$ cat src/rtl/row_fetch_if.sv
// Memory read bus and row-buffer write port driven by the row_fetch line-fill engine.
// master = row_fetch side, slave = memory/buffer side.
interface row_fetch_if #(
  parameter int unsigned ADDR_W = 20
);
  logic              mem_req;
  logic [ADDR_W-1:0] mem_addr;
  logic              mem_ack;
  logic              mem_rvalid;
  logic [7:0]        mem_rdata;
  logic              buf_ce;
  logic [10:0]       buf_ad;
  logic [7:0]        buf_din;

  modport master (
    output mem_req,
    output mem_addr,
    input  mem_ack,
    input  mem_rvalid,
    input  mem_rdata,
    output buf_ce,
    output buf_ad,
    output buf_din
  );

  modport slave (
    input  mem_req,
    input  mem_addr,
    output mem_ack,
    output mem_rvalid,
    output mem_rdata,
    input  buf_ce,
    input  buf_ad,
    input  buf_din
  );
endinterface

$ cat src/rtl/row_fetch.sv
// Line-fill engine: on each line_start, swaps ping-pong banks and copies one row of bytes
// from the memory bus into the half of the row buffer not owned by scan-out.
module row_fetch #(
  parameter int unsigned ADDR_W  = 20,
  parameter int unsigned MAX_LEN = 1024
) (
  input  logic              clk,
  input  logic              reset,
  input  logic              line_start,
  input  logic [ADDR_W-1:0] row_addr,
  input  logic [10:0]       row_len,
  row_fetch_if.master       bus,
  output logic              disp_bank,
  output logic              busy,
  output logic              overrun
);

  typedef enum logic [1:0] {StIdle, StReq, StWait, StWr} state_e;

  localparam logic [10:0] MaxLen = 11'(MAX_LEN);

  state_e            state_q, state_d;
  logic [ADDR_W-1:0] addr_q, addr_d;
  logic [10:0]       len_q, len_d;
  logic [10:0]       index_q, index_d;
  logic [7:0]        data_q, data_d;
  logic              disp_bank_q, disp_bank_d;
  logic              overrun_q, overrun_d;

  always_comb begin
    state_d     = state_q;
    addr_d      = addr_q;
    len_d       = len_q;
    index_d     = index_q;
    data_d      = data_q;
    disp_bank_d = disp_bank_q;
    overrun_d   = overrun_q;

    unique case (state_q)
      StIdle: begin
        if (line_start) begin
          disp_bank_d = ~disp_bank_q;
          addr_d      = row_addr;
          len_d       = (row_len > MaxLen) ? MaxLen : row_len;
          index_d     = '0;
          // A zero-length row still swaps banks but fetches nothing.
          if (row_len != 11'd0) state_d = StReq;
        end
      end
      StReq: begin
        if (bus.mem_ack) state_d = StWait;
      end
      StWait: begin
        if (bus.mem_rvalid) begin
          data_d  = bus.mem_rdata;
          state_d = StWr;
        end
      end
      StWr: begin
        addr_d  = addr_q + ADDR_W'(1);
        index_d = index_q + 11'd1;
        state_d = (index_q == len_q - 11'd1) ? StIdle : StReq;
      end
      default: state_d = StIdle;
    endcase

    // A line_start during a fetch is dropped but remembered until reset.
    if (line_start && (state_q != StIdle)) overrun_d = 1'b1;
  end

  always_ff @(posedge clk) begin
    if (reset) begin
      state_q     <= StIdle;
      addr_q      <= '0;
      len_q       <= '0;
      index_q     <= '0;
      data_q      <= '0;
      disp_bank_q <= 1'b0;
      overrun_q   <= 1'b0;
    end else begin
      state_q     <= state_d;
      addr_q      <= addr_d;
      len_q       <= len_d;
      index_q     <= index_d;
      data_q      <= data_d;
      disp_bank_q <= disp_bank_d;
      overrun_q   <= overrun_d;
    end
  end

  // Clamp keeps index below MAX_LEN, so the fill half is selected by the bank bit alone.
  assign bus.mem_req  = (state_q == StReq);
  assign bus.mem_addr = addr_q;
  assign bus.buf_ce   = (state_q == StWr);
  assign bus.buf_ad   = bus.buf_ce ? {~disp_bank_q, index_q[9:0]} : 11'd0;
  assign bus.buf_din  = bus.buf_ce ? data_q : 8'd0;

  assign disp_bank = disp_bank_q;
  assign busy      = (state_q != StIdle);
  assign overrun   = overrun_q;

endmodule

$ cat src/flat_wrapper.sv
// flat-port wrapper written by rule: the top's interface ports become plain ports
module row_fetch_flat 
#(
  parameter int unsigned ADDR_W  = 20,
  parameter int unsigned MAX_LEN = 1024
)
  (clk, reset, line_start, row_addr, row_len, disp_bank, busy, overrun, bus_mem_req, bus_mem_addr, bus_mem_ack, bus_mem_rvalid, bus_mem_rdata, bus_buf_ce, bus_buf_ad, bus_buf_din);
  row_fetch_if #(.ADDR_W(ADDR_W)) bus_i ();
  input  logic clk;
  input  logic reset;
  input  logic line_start;
  input  logic [ADDR_W-1:0] row_addr;
  input  logic [10:0] row_len;
  output logic disp_bank;
  output logic busy;
  output logic overrun;
  output wire logic [$bits(bus_i.mem_req)-1:0] bus_mem_req;
  output wire logic [$bits(bus_i.mem_addr)-1:0] bus_mem_addr;
  input wire logic [$bits(bus_i.mem_ack)-1:0] bus_mem_ack;
  input wire logic [$bits(bus_i.mem_rvalid)-1:0] bus_mem_rvalid;
  input wire logic [$bits(bus_i.mem_rdata)-1:0] bus_mem_rdata;
  output wire logic [$bits(bus_i.buf_ce)-1:0] bus_buf_ce;
  output wire logic [$bits(bus_i.buf_ad)-1:0] bus_buf_ad;
  output wire logic [$bits(bus_i.buf_din)-1:0] bus_buf_din;
  assign bus_mem_req = bus_i.mem_req;
  assign bus_mem_addr = bus_i.mem_addr;
  assign bus_i.mem_ack = bus_mem_ack;
  assign bus_i.mem_rvalid = bus_mem_rvalid;
  assign bus_i.mem_rdata = bus_mem_rdata;
  assign bus_buf_ce = bus_i.buf_ce;
  assign bus_buf_ad = bus_i.buf_ad;
  assign bus_buf_din = bus_i.buf_din;
  row_fetch #(.ADDR_W(ADDR_W), .MAX_LEN(MAX_LEN)) u_core (.clk(clk), .reset(reset), .line_start(line_start), .row_addr(row_addr), .row_len(row_len), .bus(bus_i), .disp_bank(disp_bank), .busy(busy), .overrun(overrun));
endmodule
$ cat config.mk
export PLATFORM = sky130hd
export DESIGN_NAME = row_fetch_flat
export DESIGN_NICKNAME = d
export VERILOG_FILES = /design/src/rtl/row_fetch_if.sv /design/src/rtl/row_fetch.sv /design/src/flat_wrapper.sv
export SDC_FILE = /design/constraint.sdc
export NUM_CORES = 1
export LEC_CHECK = 0
export ABC_AREA = 1
export BUFFER_PORTS_ARGS = -buffer_cell sky130_fd_sc_hd__buf_4
export CORE_UTILIZATION = 30
export DETAILED_ROUTE_END_ITERATION = 8
export PLACE_DENSITY = 0.51
export SYNTH_ARGS = -nofsm -noshare
export SYNTH_HDL_FRONTEND = slang
export SYNTH_SLANG_ARGS = --single-unit
$ cat constraint.sdc
create_clock -name clk -period 4.7 [get_ports clk]
set_input_delay 0.47 -clock clk [delete_from_list [all_inputs] [get_ports clk]]
set_output_delay 0.47 -clock clk [all_outputs]
set_load 0.02 [all_outputs]
==> Yosys cells after proc, flatten, opt, wreduce, memory -nomap -nowiden <==
Cells that the tools add are included.
{ "classes": {"bitwise": 1, "n_lt_le_gt_ge": 1, "muxes": 13, "n_eq_ne": 8, "addsub": 3, "n_reduce_logical": 9} }
{ "op_table": {"columns": ["cell", "n"], "rows": [
  ["$pmux W20 S2", 1],
  ["$mux W11", 3],
  ["$pmux W11 S2", 1],
  ["$add A20 B1 Y20 const B", 1],
  ["$mux W20", 1],
  ["$add A11 B1 Y11 const B", 1],
  ["$eq A11 B11 Y1", 1],
  ["$gt A11 B11 Y1 const B", 1],
  ["$reduce_bool A11 Y1", 1],
  ["$sub A11 B1 Y11 const B", 1],
  ["$mux W2", 4],
  ["$mux W8", 1],
  ["$pmux W2 S4", 1],
  ["$reduce_and A2 Y1", 3],
  ["$eq A2 B2 Y1 const B", 2],
  ["$ne A2 B1 Y1 const B", 2],
  ["$ne A2 B2 Y1 const B", 2],
  ["$reduce_and A4 Y1", 1],
  ["$reduce_bool A2 Y1", 2],
  ["$eq A2 B1 Y1 const B", 1],
  ["$logic_not A2 Y1", 1],
  ["$logic_and A1 B1 Y1", 1],
  ["$mux W1", 1],
  ["$not A1 Y1", 1]
]} }
{ "word_totals": {"wordCells": 42, "out_inout_bits": 44, "ff_bits": 54, "in_bits": 44} }

==> Longest topological paths before layout <==
{ "logic_depth": {"depth_word": 4, "mapped_depth": 14, "ltp_nobuf": 14} }

==> Worst setup path before layout <==
Ideal clock, no wire load.
{ "synth_path": {"kind": "register -> output", "from": "register u_core.state_q[0]", "to": "output bus_buf_ad[7]", "required_time_ps": 4230, "path_buffers": 3, "stages_incl_launch_ff": 7, "slack_ps": 2623, "t_arrival_ps": 1607, "path_cell_list": "dfxtp_1 ha_1 buf_4 clkbuf_1 clkbuf_1 nand2_1 inv_1"} }
{ "synth_via": {"elab_chain_len": 2} }
{ "synth_lines": {"columns": ["element", "line_no", "source"], "rows": [
  ["start, declared", "row_fetch.sv:22", "state_e state_q, state_d;"],
  ["start signal, assigned", "row_fetch.sv:73", "state_q <= StIdle;"],
  ["start signal, assigned", "row_fetch.sv:81", "state_q <= state_d;"],
  ["$eq A2 B2 Y1", "row_fetch.sv:94", "assign bus.buf_ce = (state_q == StWr);"],
  ["named net bus_buf_ce", "flat_wrapper.sv:22", "output wire logic [$bits(bus_i.buf_ce)-1:0] bus_buf_ce;"],
  ["$mux W11", "row_fetch.sv:95", "assign bus.buf_ad = bus.buf_ce ? {~disp_bank_q, index_q[9:0]} : 11'd0;"],
  ["end, declared", "flat_wrapper.sv:23", "output wire logic [$bits(bus_i.buf_ad)-1:0] bus_buf_ad;"]
]} }
The timed path passes the listed nets, and every way through them passes these cells.

==> Worst setup path in the final report <==
{ "layout_path": {"from": "register u_core.state_q[0]", "to": "register u_core.index_q[10]"} }
{ "layout_via": {"elab_chain_len": 3, "word_cells_on_any_way": 6, "cone_classes": "eq/ne: 2; mux: 1; reduce/logical: 3"} }
{ "layout_lines": {"columns": ["element", "line_no", "source"], "rows": [
  ["$eq A2 B2 Y1 / $logic_not A2 Y1 (equally long branches)", "row_fetch.sv:39", "unique case (state_q)"],
  ["$reduce_bool A2 Y1 (no line) / $ne A2 B2 Y1 (equally long branches)", null, null],
  ["$reduce_and A2 Y1 (no line)", null, null],
  ["end signal, assigned", "row_fetch.sv:84", "index_q <= index_d;"],
  ["end, declared", "row_fetch.sv:25", "logic [10:0] index_q, index_d;"]
]} }
Several ways; a longest one is shown, not always the timed one.
A chain may end at the register's enable or synchronous reset.

==> reports/metrics.cfg <==
[synthesis]
syn_area_mm2 = 0.003278
avgSynthCellArea_um2 = 6.328
ys_types = 38
yosys.area_share.simple = 0.3305
synth_fa_ha_area_frac = 0.02672
synth_compound_area_frac = 0.1771
ys_seq_elements = 54
synth_largest_area_cell = dfxtp_1
synth_area_leaders = dfxtp_1 33%, nand2_1 14%, nor2_1 8.6%
yosys_warnings = 0
yosysSeqAreaShare = 0.3298
synth_mux_area_frac = 0
netlist.area_leader.share = 0.3298
syn_nets = 569
synth_top_family_by_area = simple AND/OR/NAND/NOR gates
synthCells = 518
synth_xor_area_frac = 0.03740

[timing]
skew_ps = 4.695
fin_crit_sh = 0.5520
relSlewSlack = 0.5426
rsz0062_at_grt = false
fin_crit_ps = 2595
setup_viol = 0
slew_violations = 0
max_freq_mhz = 385.4
tightest_slew_ps = 686.1
finalSetupTns_ps = 0
fin_ws_ps = 2105
finalHoldViolations = 0

[pwr]
power_w = 0.001834
clock_power_share = 0.178
swShare = 0.4366
ir_worst_vdd_mv = 0.2458
power_density_mw_per_mm2 = 441.7
p_leak_nw = 1.931
pwr-share-seq = 0.368
power_frac_comb = 0.454
p_int_w = 0.001033
p_switching_w = 0.0008010

[clock_tree]
cts_tree = built
path_clk_slew_ps = 110
cts.sink_count = 54
clk_latency_ps = 310
root_buffer = clkbuf_8
htreeDepth = 2
post_cts_buffers = 0
cts_resized = 0
cts_hold_buf = 0
cts_made_buffers = 5
clk_path_buf_depth = 2

[outcome]
status = complete, no violations

[global_route]
grt_use_total = 0.1699
antenna_found_initial = 0
grt_pass1_vias = 3396
grt_pass1_wl_mm = 15.68
grt.overflow.total = 0
grt_max_degree = 53

[worst_setup_path]
rr_worst_depth = 13
criticalPathCategory = register to register
crit_arrival_ps = 2860
crit_path_start_kind = register
crit_path_end_kind = register
crit_path_max_fanout = 25
worstReg2RegEnd = u_core.index_q[10]
crit_chain = inv_1 > ha_1 > o21ai_4 > inv_4 > nor2_4 > nand2_2 > nor2_2 > nand3_2 > nor2_2 > nand2_1 > o21ai_1 > nand2_1 > nor2_1
cp_data_required_time_ps = 4960
r2r_slack_ps = 2110
critPathMaxStageDelay_ps = 580
r2r_start = u_core.state_q[0]
cpMaxStageDelayCell = o21ai_4

[min_path]
hold_depth = 3
hold_class = input pin to register
whs_endpoint = u_core.data_q[0]
min_from = bus_mem_rdata[0]

[place]
io_buffer_count = 87
pre_cts_slack_ps = 2075
dp.cells = 724
place_congestion = 0.8177
dp_hpwl_mm = 6.860

[die]
start_util = 0.3133
die_area_mm2 = 0.01135
fp.dieH_um = 106.5
die_x_um = 106.5
rows = 37
coreArea_mm2 = 0.01046
io_pins = 88

[final_layout]
utilization = 0.3969
fin_cells = 732
drive_gt1_frac = 0.1879
fillers = 1167
nNetsFinal = 646
syn_to_final_growth_pct = 26.68
diodes = 0

[drt]
top_layer = met4
via_per_inst = 4.738
firstDrtPassIters = 4
wl_per_cell_um = 12.76
vias = 3468
met1Wirelength_mm = 4.358
drcViolationCount = 0
drt-total-wl_mm = 9.339
drt-initial-drc-count = 138
drtAntennaViolNets = 0
wl_met2_mm = 4.302
met3_length_um = 534

[run]
cap_violations = 0

==> stage by stage <==
| stage | hold slack [ps] | instance area [µm²] |
|---|---|---|
| final | 403.7 | 4153 |
| after floorplan | 454.9 | 3278 |
| after global placement | 465.9 | 4039 |
| after global routing | 397.5 | 4153 |
| after detailed placement | 474.3 | 4039 |
| after CTS | 389.9 | 4153 |
==> critical path: cells and delay by family, from the launching register on <==
| kind | cells | cell delay [ps] |
|---|---|---|
| buffers and inverters | 2 | 310 |
| AND/OR/NAND/NOR | 8 | 800 |
| flip-flops | 1 | 410 |
| AO/OA/AOI/OAI | 2 | 710 |
| adder cells (fa/ha/maj) | 1 | 290 |
==> flip-flops by register name, summed over array words and instances (netlist names) <==
signal / count
u_core.bus.mem_addr: 20
u_core.data_q: 8
u_core.disp_bank: 1
u_core.index_q: 11
u_core.len_q: 11
u_core.overrun: 1
u_core.state_q: 2
==> Yosys cell counts, drive strengths merged <==
cell type / count
a211oi: 8
a21oi: 41
a221oi: 1
a22oi: 1
a31oi: 3
buf: 4
clkbuf: 14
dfxtp: 54
ha: 7
inv: 66
nand2: 123
nand3: 29
nand3b: 3
nand4: 4
nor2: 80
nor3: 9
nor3b: 1
nor4: 3
o211a: 1
o211ai: 4
o21a: 1
o21ai: 43
o22ai: 1
or2: 3
xnor2: 6
xor2: 8
==> worst max path at each step <==
stage                      start            endpoint  slack [ps]  depth (start not counted)
2_1_floorplan  u_core.state_q[0]       bus_buf_ad[7]        2620                          6
3_3_place_gp   u_core.state_q[0]  u_core.index_q[10]        2170                         13
3_5_place_dp   u_core.state_q[0]  u_core.index_q[10]        2070                         13
4_1_cts        u_core.state_q[0]  u_core.index_q[10]        2070                         13
5_1_grt        u_core.state_q[0]  u_core.index_q[10]        1760                         13
6_report       u_core.state_q[0]  u_core.index_q[10]        2110                         13
==> power groups by stage <==
| stage | combinational [W] | sequential, W | clock [W] |
|---|---|---|---|
| after floorplan | 0.000538 | 0.000713 | 0 |
| after global placement | 0.000832 | 0.000684 | 0 |
| after detailed placement | 0.000838 | 0.000685 | 0 |
| after CTS | 0.000841 | 0.000675 | 0.000342 |
| after global routing | 0.000944 | 0.000694 | 0.000357 |
| final | 0.000833 | 0.000675 | 0.000326 |
==> placed cells by master, fill, tap and decap left out, drive strengths merged <==
cell / n
or2: 3
bufinv: 1
o211ai: 4
xnor2: 6
inv: 66
nand3: 29
a221oi: 1
a22oi: 1
xor2: 8
o211a: 1
buf: 88
o21ai: 43
nor4: 3
nand3b: 3
nand4: 4
nor2: 80
clkbuf: 5
clkinvlp: 2
a211oi: 8
a21oi: 41
ha: 7
dfxtp: 54
nor3: 9
nand2: 123
nor3b: 1
o21a: 1
a31oi: 3
o22ai: 1
==> cell type report <==
cell class	count	area, µm²	share of cell area
multi-input cells	380	1877	0.4519
flip-flops and latches	54	1081	0.2603
repair buffers	88	660.6	0.1591
inverters	66	250.2	0.06026
well taps	136	170.2	0.04098
clock buffers	5	68.82	0.01657
clock inverters	3	45.04	0.01085
==> layer usage <==
layer | GRT usage | vias up
li1 | - | 1823
met1 | 0.2128 | 1534
met2 | 0.2843 | 99
met3 | 0.03740 | 12
met4 | 0.06262 | 0
met5 | 0 | -
==> logic make-up after synthesis <==
family                   Yosys count
AO/OA/AOI/OAI                    104
flip-flops                        54
AND/OR/NAND/NOR                  255
buffers and inverters             84
XOR/XNOR                          14
adder cells (fa/ha/maj)            7
Power figures use the tool's default switching activity.
